File: src/rtl/mag_peak_detector.sv
// mag_peak_detector
//   Per-frame statistics over a squared-magnitude sample stream. For each
//   frame (terminated by in_last) it reports:
//     - the peak sample and the index of its first occurrence;
//     - how many cells were at or above the threshold captured on the
//       frame's first beat;
//     - the frame length (saturating) and whether the frame overflowed
//       2^IDX_W cells.
//
// Handshake: a transfer happens on a rising clk edge where valid && ready
//   are both high. The producer holds its payload stable while valid is
//   high and ready is low. valid never depends on ready.
//
// Ports
//   clk, rst              clock; asynchronous active-high reset
//   in_valid/in_ready     input sample handshake
//   in_data, in_last      unsigned sample, last cell of frame
//   threshold             detection threshold, sampled on first beat
//   out_valid/out_ready   frame result handshake
//   out_peak, out_index   peak sample and its cell index
//   out_count             cells with sample >= captured threshold
//   out_len, out_overflow frame length (saturating), overflow flag
//   dbg_state             current FSM state (0=FIRST, 1=ACCUM, 2=HOLD)
module mag_peak_detector #(
  parameter int DATA_W = 30,
  parameter int IDX_W  = 10
) (
  input  logic              clk,
  input  logic              rst,
  input  logic              in_valid,
  output logic              in_ready,
  input  logic [DATA_W-1:0] in_data,
  input  logic              in_last,
  input  logic [DATA_W-1:0] threshold,
  output logic              out_valid,
  input  logic              out_ready,
  output logic [DATA_W-1:0] out_peak,
  output logic [IDX_W-1:0]  out_index,
  output logic [IDX_W:0]    out_count,
  output logic [IDX_W:0]    out_len,
  output logic              out_overflow,
  output logic [1:0]        dbg_state
);

  typedef enum logic [1:0] {
    S_FIRST = 2'd0,
    S_ACCUM = 2'd1,
    S_HOLD  = 2'd2
  } state_t;

  // 2^IDX_W: saturation point of the cell and hit counters.
  localparam logic [IDX_W:0] FULL    = {1'b1, {IDX_W{1'b0}}};
  localparam logic [IDX_W:0] ONE     = {{IDX_W{1'b0}}, 1'b1};
  localparam logic [IDX_W-1:0] LAST_IDX = {IDX_W{1'b1}};

  state_t              state_q, state_d;
  logic [DATA_W-1:0]   peak_q, peak_d;
  logic [IDX_W-1:0]    idx_q, idx_d;
  logic [IDX_W:0]      ctr_q, ctr_d;
  logic [IDX_W:0]      cnt_q, cnt_d;
  logic [DATA_W-1:0]   thr_q, thr_d;
  logic                ovf_q, ovf_d;
  logic                beat;
  logic                at_full;

  assign in_ready  = (state_q != S_HOLD) && !rst;
  assign out_valid = (state_q == S_HOLD);
  assign dbg_state = state_q;
  assign beat      = in_valid && in_ready;
  assign at_full   = (ctr_q == FULL);

  always_comb begin
    state_d = state_q;
    peak_d  = peak_q;
    idx_d   = idx_q;
    ctr_d   = ctr_q;
    cnt_d   = cnt_q;
    thr_d   = thr_q;
    ovf_d   = ovf_q;
    case (state_q)
      S_FIRST: begin
        if (beat) begin
          peak_d  = in_data;
          idx_d   = '0;
          ctr_d   = ONE;
          thr_d   = threshold;
          cnt_d   = (in_data >= threshold) ? ONE : '0;
          ovf_d   = 1'b0;
          state_d = in_last ? S_HOLD : S_ACCUM;
        end
      end
      S_ACCUM: begin
        if (beat) begin
          // Strict compare: ties keep the earlier index. A peak found past
          // the index range is pinned to the last representable index.
          if (in_data > peak_q) begin
            peak_d = in_data;
            idx_d  = at_full ? LAST_IDX : ctr_q[IDX_W-1:0];
          end
          if ((in_data >= thr_q) && (cnt_q != FULL)) begin
            cnt_d = cnt_q + ONE;
          end
          if (at_full) begin
            ovf_d = 1'b1;
          end else begin
            ctr_d = ctr_q + ONE;
          end
          if (in_last) begin
            state_d = S_HOLD;
          end
        end
      end
      S_HOLD: begin
        if (out_ready) begin
          state_d = S_FIRST;
        end
      end
      default: state_d = S_FIRST;
    endcase
  end

  always_ff @(posedge clk or posedge rst) begin
    if (rst) begin
      state_q <= S_FIRST;
      peak_q  <= '0;
      idx_q   <= '0;
      ctr_q   <= '0;
      cnt_q   <= '0;
      thr_q   <= '0;
      ovf_q   <= 1'b0;
    end else begin
      state_q <= state_d;
      peak_q  <= peak_d;
      idx_q   <= idx_d;
      ctr_q   <= ctr_d;
      cnt_q   <= cnt_d;
      thr_q   <= thr_d;
      ovf_q   <= ovf_d;
    end
  end

  // Result registers load with the post-beat values on the in_last beat and
  // otherwise keep the previous frame's result.
  always_ff @(posedge clk or posedge rst) begin
    if (rst) begin
      out_peak     <= '0;
      out_index    <= '0;
      out_count    <= '0;
      out_len      <= '0;
      out_overflow <= 1'b0;
    end else if (beat && in_last) begin
      out_peak     <= peak_d;
      out_index    <= idx_d;
      out_count    <= cnt_d;
      out_len      <= ctr_d;
      out_overflow <= ovf_d;
    end
  end

endmodule

File: config.mk
export PLATFORM = sky130hd
export DESIGN_NAME = mag_peak_detector
export DESIGN_NICKNAME = d
export VERILOG_FILES = /design/src/rtl/mag_peak_detector.sv
export SDC_FILE = /design/constraint.sdc
export NUM_CORES = 1
export LEC_CHECK = 0
export CAP_MARGIN = 20
export CORE_AREA = 3 3 136 138
export CTS_BUF_LIST = sky130_fd_sc_hd__clkbuf_4
export CTS_CLUSTER_SIZE = 16
export DETAILED_ROUTE_END_ITERATION = 16
export DIE_AREA = 0 0 139 141
export PLACE_DENSITY = 0.74
export SKIP_CTS_REPAIR_TIMING = 1
export SYNTH_ARGS = -nofsm -noshare
export SYNTH_HDL_FRONTEND = slang
export SYNTH_SLANG_ARGS = --single-unit
File: constraint.sdc
create_clock -name clk -period 8.4 [get_ports clk]
set_input_delay 1.26 -clock clk [delete_from_list [all_inputs] [get_ports clk]]
set_output_delay 1.26 -clock clk [all_outputs]
set_load 0.01 [all_outputs]
==> results of run 1 <==
where the power goes:
group          switching, mW  total [mW]  leakage [nW]  internal [mW]
Sequential             0.158        1.17          2.00           1.01
Clock                  0.302       0.434         0.139          0.132
Combinational          0.497        1.08          3.07          0.585
routing by layer:
metal / part of all wire [%] / up-vias / track usage, %
met4: 1.5 / 0 / 5.72
li1: - / 3162 / -
met2: 46 / 121 / 32.5
met3: 4.0 / 21 / 4.88
met5: 0 / - / 0
met1: 49 / 3070 / 28.2
sequential cells by signal, summed over array words and instances (netlist names):
register and count:
thr_q 30, out_overflow 1, ovf_q 1, ctr_q 11, idx_q 10, dbg_state 2
out_len 11, out_peak 30, out_index 10, out_count 11, peak_q 30, cnt_q 11
Yosys cell counts, types with 14 or more instances:
cell | instances | area [µm²]
nand4_1 | 26 | 163
a21oi_1 | 36 | 180
inv_1 | 99 | 372
clkbuf_1 | 15 | 56.3
mux2i_1 | 21 | 210
nand2_1 | 139 | 522
o21ai_1 | 14 | 70.1
ha_1 | 95 | 1190
mux2_2 | 43 | 484
nor2_1 | 24 | 90.1
dfrtp_1 | 158 | 3950
o21ai_0 | 35 | 175
mux2_4 | 30 | 450
kinds of logic (layout without fill, tap and decap cells):
group | count (synthesis) | in the layout | share of synthesized area (%)
buf+inv | 125 | 267 | 5.77
other cells | 0 | 1 | 0
flops | 158 | 158 | 45.6
compound gates | 121 | 121 | 8.16
simple gates | 246 | 246 | 13.2
fa+ha+maj | 95 | 95 | 13.7
mux | 97 | 97 | 13.6
worst max path at each step:
| stage | depth (start not counted) | slack, ns | endpoint |
|---|---|---|---|
| finish | 12 | 4.17 | out_peak[20] |
| global route | 12 | 4.07 | out_peak[19] |
| CTS | 11 | 3.90 | out_peak[23] |
| detailed placement | 11 | 3.27 | out_peak[19] |
| global placement | 11 | 3.32 | out_peak[20] |
| floorplan | 6 | 2.10 | out_count[1] |
worst register-to-register path, cell delays in order, from the launching register on:
cell and delay [ns]:
dfrtp_1 0.39, inv_1 0.05, ha_1 0.30, nand4_1 0.18
nor4_2 0.44, a21oi_1 0.14, and2_1 0.17, a22oi_1 0.16
buf_4 0.27, nand2_2 0.28, buf_12 0.27, mux2_4 0.35
mux2_2 0.26
metrics by stage:
| step | power [mW] | util, % | instance area, µm² | hold WS (ns) | instances |
|---|---|---|---|---|---|
| global route | 2.91 | 60.5 | 10500 | 0.510 | 1210 |
| finish | 2.68 | 60.5 | 10500 | 0.485 | 1210 |
| floorplan | 1.83 | - | 8680 | 0.450 | 842 |
| CTS | 2.72 | 60.4 | 10400 | 0.495 | 1208 |
| detailed placement | 2.27 | 58.9 | 10200 | 0.463 | 1176 |
| global placement | 2.23 | 58.9 | 10200 | 0.459 | 1176 |
final cells by class:
type,instances,area share (%)
Timing Repair Buffer,136,13.0
Clock inverter,14,1.20
Tap cell,225,2.69
Inverter,99,3.60
Multi-Input combinational cell,559,40.4
Sequential cell,158,37.8
Clock buffer,18,1.29
Antenna cell,1,0.0239
==> metrics.md, run 1 <==
| Metric | Value |
|---|---|
| Fin. Hold Viols | `0` |
| Crit path kind | `input port to flop` |
| RR Startpoint | `peak_q[25]` |
| Max-slew headroom | `40.6%` |
| Final worst setup slack | `4.17 ns` |
| Most common cell after layout, fill and taps aside | `dfrtp_1` |
| Fmax | `0.237 GHz` |
| H-tree levels | `4` |
| WP data required | `8.86 ns` |
| Mapped Area | `8680 µm²` |
| Filler cells | `1,538` |
| Final WL | `19.1 mm` |
| Row Count | `48` |
| HP Class | `flop to flop` |
| Antenna violations before repair | `1` |
| Overall Global Routing Usage | `20.4%` |
| Most used DFF post-synth | `dfrtp_1` |
| Ports | `132` |
| Mean post-synth cell area | `10.3 µm²` |
| DRT Pass-1 Iters | `5` |
| Static Leak | `5.21 nW` |
| Grt total ovfl | `0` |
| Worst vdd ir | `0.160 mV` |
| Worst hold start | `out_len[7]` |
| Vias per inst | `5.27` |
| Most frequent cells in the layout | `158 x dfrtp_1, 137 x nand2_1, 131 x clkdlybuf4s50_1, 98 x inv_1, 95 x ha_1` |
| Critical Path Source Type | `input port` |
| Setup tns final | `0 ns` |
| Nets | `1,131` |
| Syn Inst Count | `842` |
| Initial DRC Count | `342` |
| CP Buf/Inv Count | `3` |
| Outcome | `finished clean` |
| Syn. warnings | `0` |
| Area of the multi-input gates | `4230 µm²` |
| Cells along the critical path | `clkdlybuf4s50_1 > ha_1 > nand4_1 > nor4_2 > a21oi_1 > and2_1 > a22oi_1 > buf_4 > nand2_2 > buf_12 > mux2_4 > mux2_2` |
| Worst-margin pin slew | `0.891 ns` |
| Dpl ws | `3.27 ns` |
| Setup slack on the worst flop-to-flop path | `5.02 ns` |
| Routability cong. | `0.839` |
| Syn Nets | `1,002` |
| IO Port Bufs | `131` |
| Async SR Flop Fraction | `100%` |
| Distinct cells, synth | `50` |
| Layout area overhead | `20.6%` |
| First-pass GRT wire length | `32.6 mm` |
| EDFF count, synth | `0` |
| CP delay by family, top | `simple AND/OR/NAND/NOR gates` |
| Crit path launch | `in_data[25]` |
| Core area | `17,300 µm²` |
| Max Fanout on Critical Path | `22` |
| Vias in the first global route | `6,555` |
| WHS Endpoint | `out_len[7]` |
| Post-route ant nets | `0` |
| CP max stage delay | `0.51 ns` |
| DR DRC count | `0` |
| HPWL after DPL | `14.1 mm` |
| Register area | `3950 µm²` |
| CTS Buf Count | `17` |
| Largest net degree at the start of global routing | `91` |
| Clk sinks | `158` |
| CTS Buffer Depth | `2` |
| Max-cap violations | `0` |
| Unrepaired setup endpoints after global routing | `no` |
| Hold path cells | `2` |
| Wire length per cell | `15.8 µm` |
| CTS tree | `done` |
| Reg clk slew, reported paths | `0.14 ns` |
| FF-to-FF End | `out_peak[20]` |
| Final Cycle Share | `50.3%` |
| Die H | `141 µm` |
| R2r worst-path depth | `12` |
| DIE AREA | `19,600 µm²` |
| Clk root buf | `clkbuf_4` |
| Period minus WS final | `4.23 ns` |
| Sequential share of the synthesized area | `45.6%` |
| Slew Limit Fails | `0` |
| Clock Latency Late Sink | `0.56 ns` |
| WP data arrival | `4.69 ns` |
| Critical path's slowest cell | `clkdlybuf4s50_1` |
| Flops & latches, synth | `158` |
| Layout cell share with drive strength beyond 1 | `11.9%` |
| Final setup viols | `0` |
| CP endpoint kind | `flop` |
| Die W | `139 µm` |
| Cell Pwr Density | `256 nW/µm²` |
| Initial Utilization | `50.2%` |
| Via count | `6,374` |
| Final Skew | `0.0174 ns` |
Note: power is estimated with default switching activity, not from simulation.
==> run 2, diff against run 1 <==
--- a/config.mk
+++ b/config.mk
@@ -11,7 +11,7 @@
 export CTS_CLUSTER_SIZE = 16
 export DETAILED_ROUTE_END_ITERATION = 16
 export DIE_AREA = 0 0 139 141
-export PLACE_DENSITY = 0.74
+export PLACE_DENSITY = 0.77
 export SKIP_CTS_REPAIR_TIMING = 1
 export SYNTH_ARGS = -nofsm -noshare
 export SYNTH_HDL_FRONTEND = slang
==> constraint.sdc (replaced) <==
create_clock -name clk -period 3.8 [get_ports clk]
set_input_delay 0.57 -clock clk [delete_from_list [all_inputs] [get_ports clk]]
set_output_delay 0.57 -clock clk [all_outputs]
set_load 0.01 [all_outputs]
==> run 2 against run 1 <==
  * Global-route usage rose by 0.16 points
  * Hold slack gained 0.0047 ns
  * Register-to-register slack worse by 4.2 ns
  * Clock skew shrank 0.00078 ns
==> metrics.md, run 2 (synthesis gave the netlist of run 1 again) <==
| Metric | Value |
|---|---|
| Fin. Hold Viols | `0 (unchanged)` |
| Cell Pwr Density | `562 nW/µm² (+120%)` |
| First-pass GRT wire length | `32.8 mm (+0.51%)` |
| Layout area overhead | `22.1%` |
| Antenna violations before repair | `1 (unchanged)` |
| Setup slack on the worst flop-to-flop path | `0.81 ns (-4.21 ns)` |
| IO Port Bufs | `131 (unchanged)` |
| Fmax | `0.318 GHz` |
| Vias per inst | `5.29 (+0.35%)` |
| Wire length per cell | `16.0 µm (+1.6%)` |
| R2r worst-path depth | `11 (-1)` |
| CP endpoint kind | `flop` |
| Ports | `132 (unchanged)` |
| DIE AREA | `19,600 µm² (unchanged)` |
| Hold WS | `0.490 ns (+0.00469 ns)` |
| Final setup viols | `0 (unchanged)` |
| Max Fanout on Critical Path | `17 (-23%)` |
| Most common cell after layout, fill and taps aside | `dfrtp_1` |
| Filler cells | `1,488 (-3.3%)` |
| Initial DRC Count | `472 (+38%)` |
| Clk root buf | `clkbuf_4` |
| Worst vdd ir | `0.306 mV (+91%)` |
| Final Skew | `0.0166 ns (-0.000783 ns)` |
| RR Startpoint | `peak_q[25]` |
| Routability cong. | `0.846 (+0.81%)` |
| DRT Pass-1 Iters | `5 (unchanged)` |
| Die H | `141 µm (unchanged)` |
| DR DRC count | `0 (unchanged)` |
| CTS Buf Count | `17 (unchanged)` |
| Crit path launch | `in_data[23]` |
| Setup tns final | `0 ns (unchanged)` |
| Die W | `139 µm (unchanged)` |
| Period minus WS final | `3.15 ns` |
| Worst-margin pin slew | `0.819 ns (-0.0717 ns)` |
| Grt total ovfl | `0 (unchanged)` |
| Unrepaired setup endpoints after global routing | `no` |
| Core area | `17,300 µm² (unchanged)` |
| Final worst setup slack | `0.654 ns (-3.52 ns)` |
| CTS Buffer Depth | `2 (unchanged)` |
| Overall Global Routing Usage | `20.6% (+0.16 points)` |
| Dpl ws | `0.0961 ns (-3.18 ns)` |
| FF-to-FF End | `out_peak[10]` |
| Most frequent cells in the layout | `158 x dfrtp_1, 137 x nand2_1, 131 x clkdlybuf4s50_1, 98 x inv_1, 95 x ha_1` |
| Max-slew headroom | `45.4% (+4.8 points)` |
| Initial Utilization | `50.2% (unchanged)` |
| Reg clk slew, reported paths | `0.14 ns (about the same)` |
| Static Leak | `5.27 nW (+1.1%)` |
| CTS tree | `done` |
| HP Class | `flop to flop` |
| Row Count | `48 (unchanged)` |
| Max-cap violations | `0 (unchanged)` |
| Nets | `1,144 (+1.1%)` |
| Outcome | `finished clean` |
| HPWL after DPL | `14.5 mm (+3.3%)` |
| Largest net degree at the start of global routing | `159 (+75%)` |
| H-tree levels | `4 (unchanged)` |
| Layout cell share with drive strength beyond 1 | `12.9% (+1.0 points)` |
| WP data required | `4.28 ns (-4.58 ns)` |
| Critical Path Source Type | `input port` |
| Final Cycle Share | `82.8%` |
| Final WL | `19.6 mm (+2.7%)` |
| Worst Setup EP | `out_peak[10]` |
| Vias in the first global route | `6,637 (+1.3%)` |
| WP data arrival | `3.62 ns (-1.07 ns)` |
| Largest registers | `out_peak x30, peak_q x30, thr_q x30` |
| Post-route ant nets | `0 (unchanged)` |
| Clock Latency Late Sink | `0.59 ns (+0.03 ns)` |
| Via count | `6,465 (+1.4%)` |
| Crit path kind | `input port to flop` |
| Slew Limit Fails | `0 (unchanged)` |
| Total power | `5.96 mW (+120%)` |
| Clk sinks | `158 (unchanged)` |
==> run 2: cell count changes in the layout (fill, tap and decap cells not counted), sizes merged <==
cell | previous run | this run
buf | 5 | 18
clkinvlp | 2 | 6
inv | 107 | 103
clkbuf | 18 | 17
clkinv | 4 | 5
==> run 2: worst min path at each step <==
| stage | from | end | cells past startpoint |
|---|---|---|---|
| 3_5_place_dp | out_len[7] | out_len[7] | 2 |
| 4_1_cts | out_len[7] | out_len[7] | 2 |
| 6_report | out_index[4] | out_index[4] | 2 |
| 5_1_grt | out_index[4] | out_index[4] | 2 |
| 2_1_floorplan | thr_q[0] | thr_q[0] | 2 |
| 3_3_place_gp | out_len[1] | out_len[1] | 2 |
==> run 2: power breakdown <==
part	switching (mW)	internal, mW	total (mW)
combinational	1.12	1.31	2.43
clock	0.678	0.277	0.954
sequential	0.343	2.23	2.57
==> run 2: critical path, cell delays in order <==
cell,delay [ns]
clkdlybuf4s50_1,0.55
ha_1,0.39
nand4_1,0.17
nor4_2,0.48
a21oi_1,0.15
and2_1,0.17
a22oi_1,0.22
nand2_2,0.14
buf_12,0.19
mux2_4,0.31
mux2_2,0.27
==> run 2: final cells by class <==
| cell class | instances | area [µm²] | area share, % |
|---|---|---|---|
| multi-input combinational | 559 | 4230 | 39.9 |
| tap | 225 | 282 | 2.66 |
| sequential | 158 | 3950 | 37.3 |
| timing repair buffer | 149 | 1500 | 14.1 |
| antenna | 1 | 2.50 | 0.0236 |
| clock buffer | 17 | 128 | 1.20 |
| clock inverter | 15 | 133 | 1.25 |
| inverter | 99 | 375 | 3.54 |
==> run 2: per-stage QoR <==
stage | utilization [%] | instances | instance area (µm²)
floorplan | - | 842 | 8680
global placement | 59.8 | 1190 | 10300
detailed placement | 59.8 | 1190 | 10300
CTS | 61.3 | 1222 | 10600
global route | 61.3 | 1223 | 10600
finish | 61.3 | 1223 | 10600
==> run 2: routing by layer <==
metal / vias up / routed length, µm / track usage (%)
li1: 3182 / - / -
met1: 3107 / 9260 / 27.7
met2: 156 / 9170 / 34.0
met3: 20 / 902 / 5.19
met4: 0 / 248 / 4.58
met5: - / 0 / 0
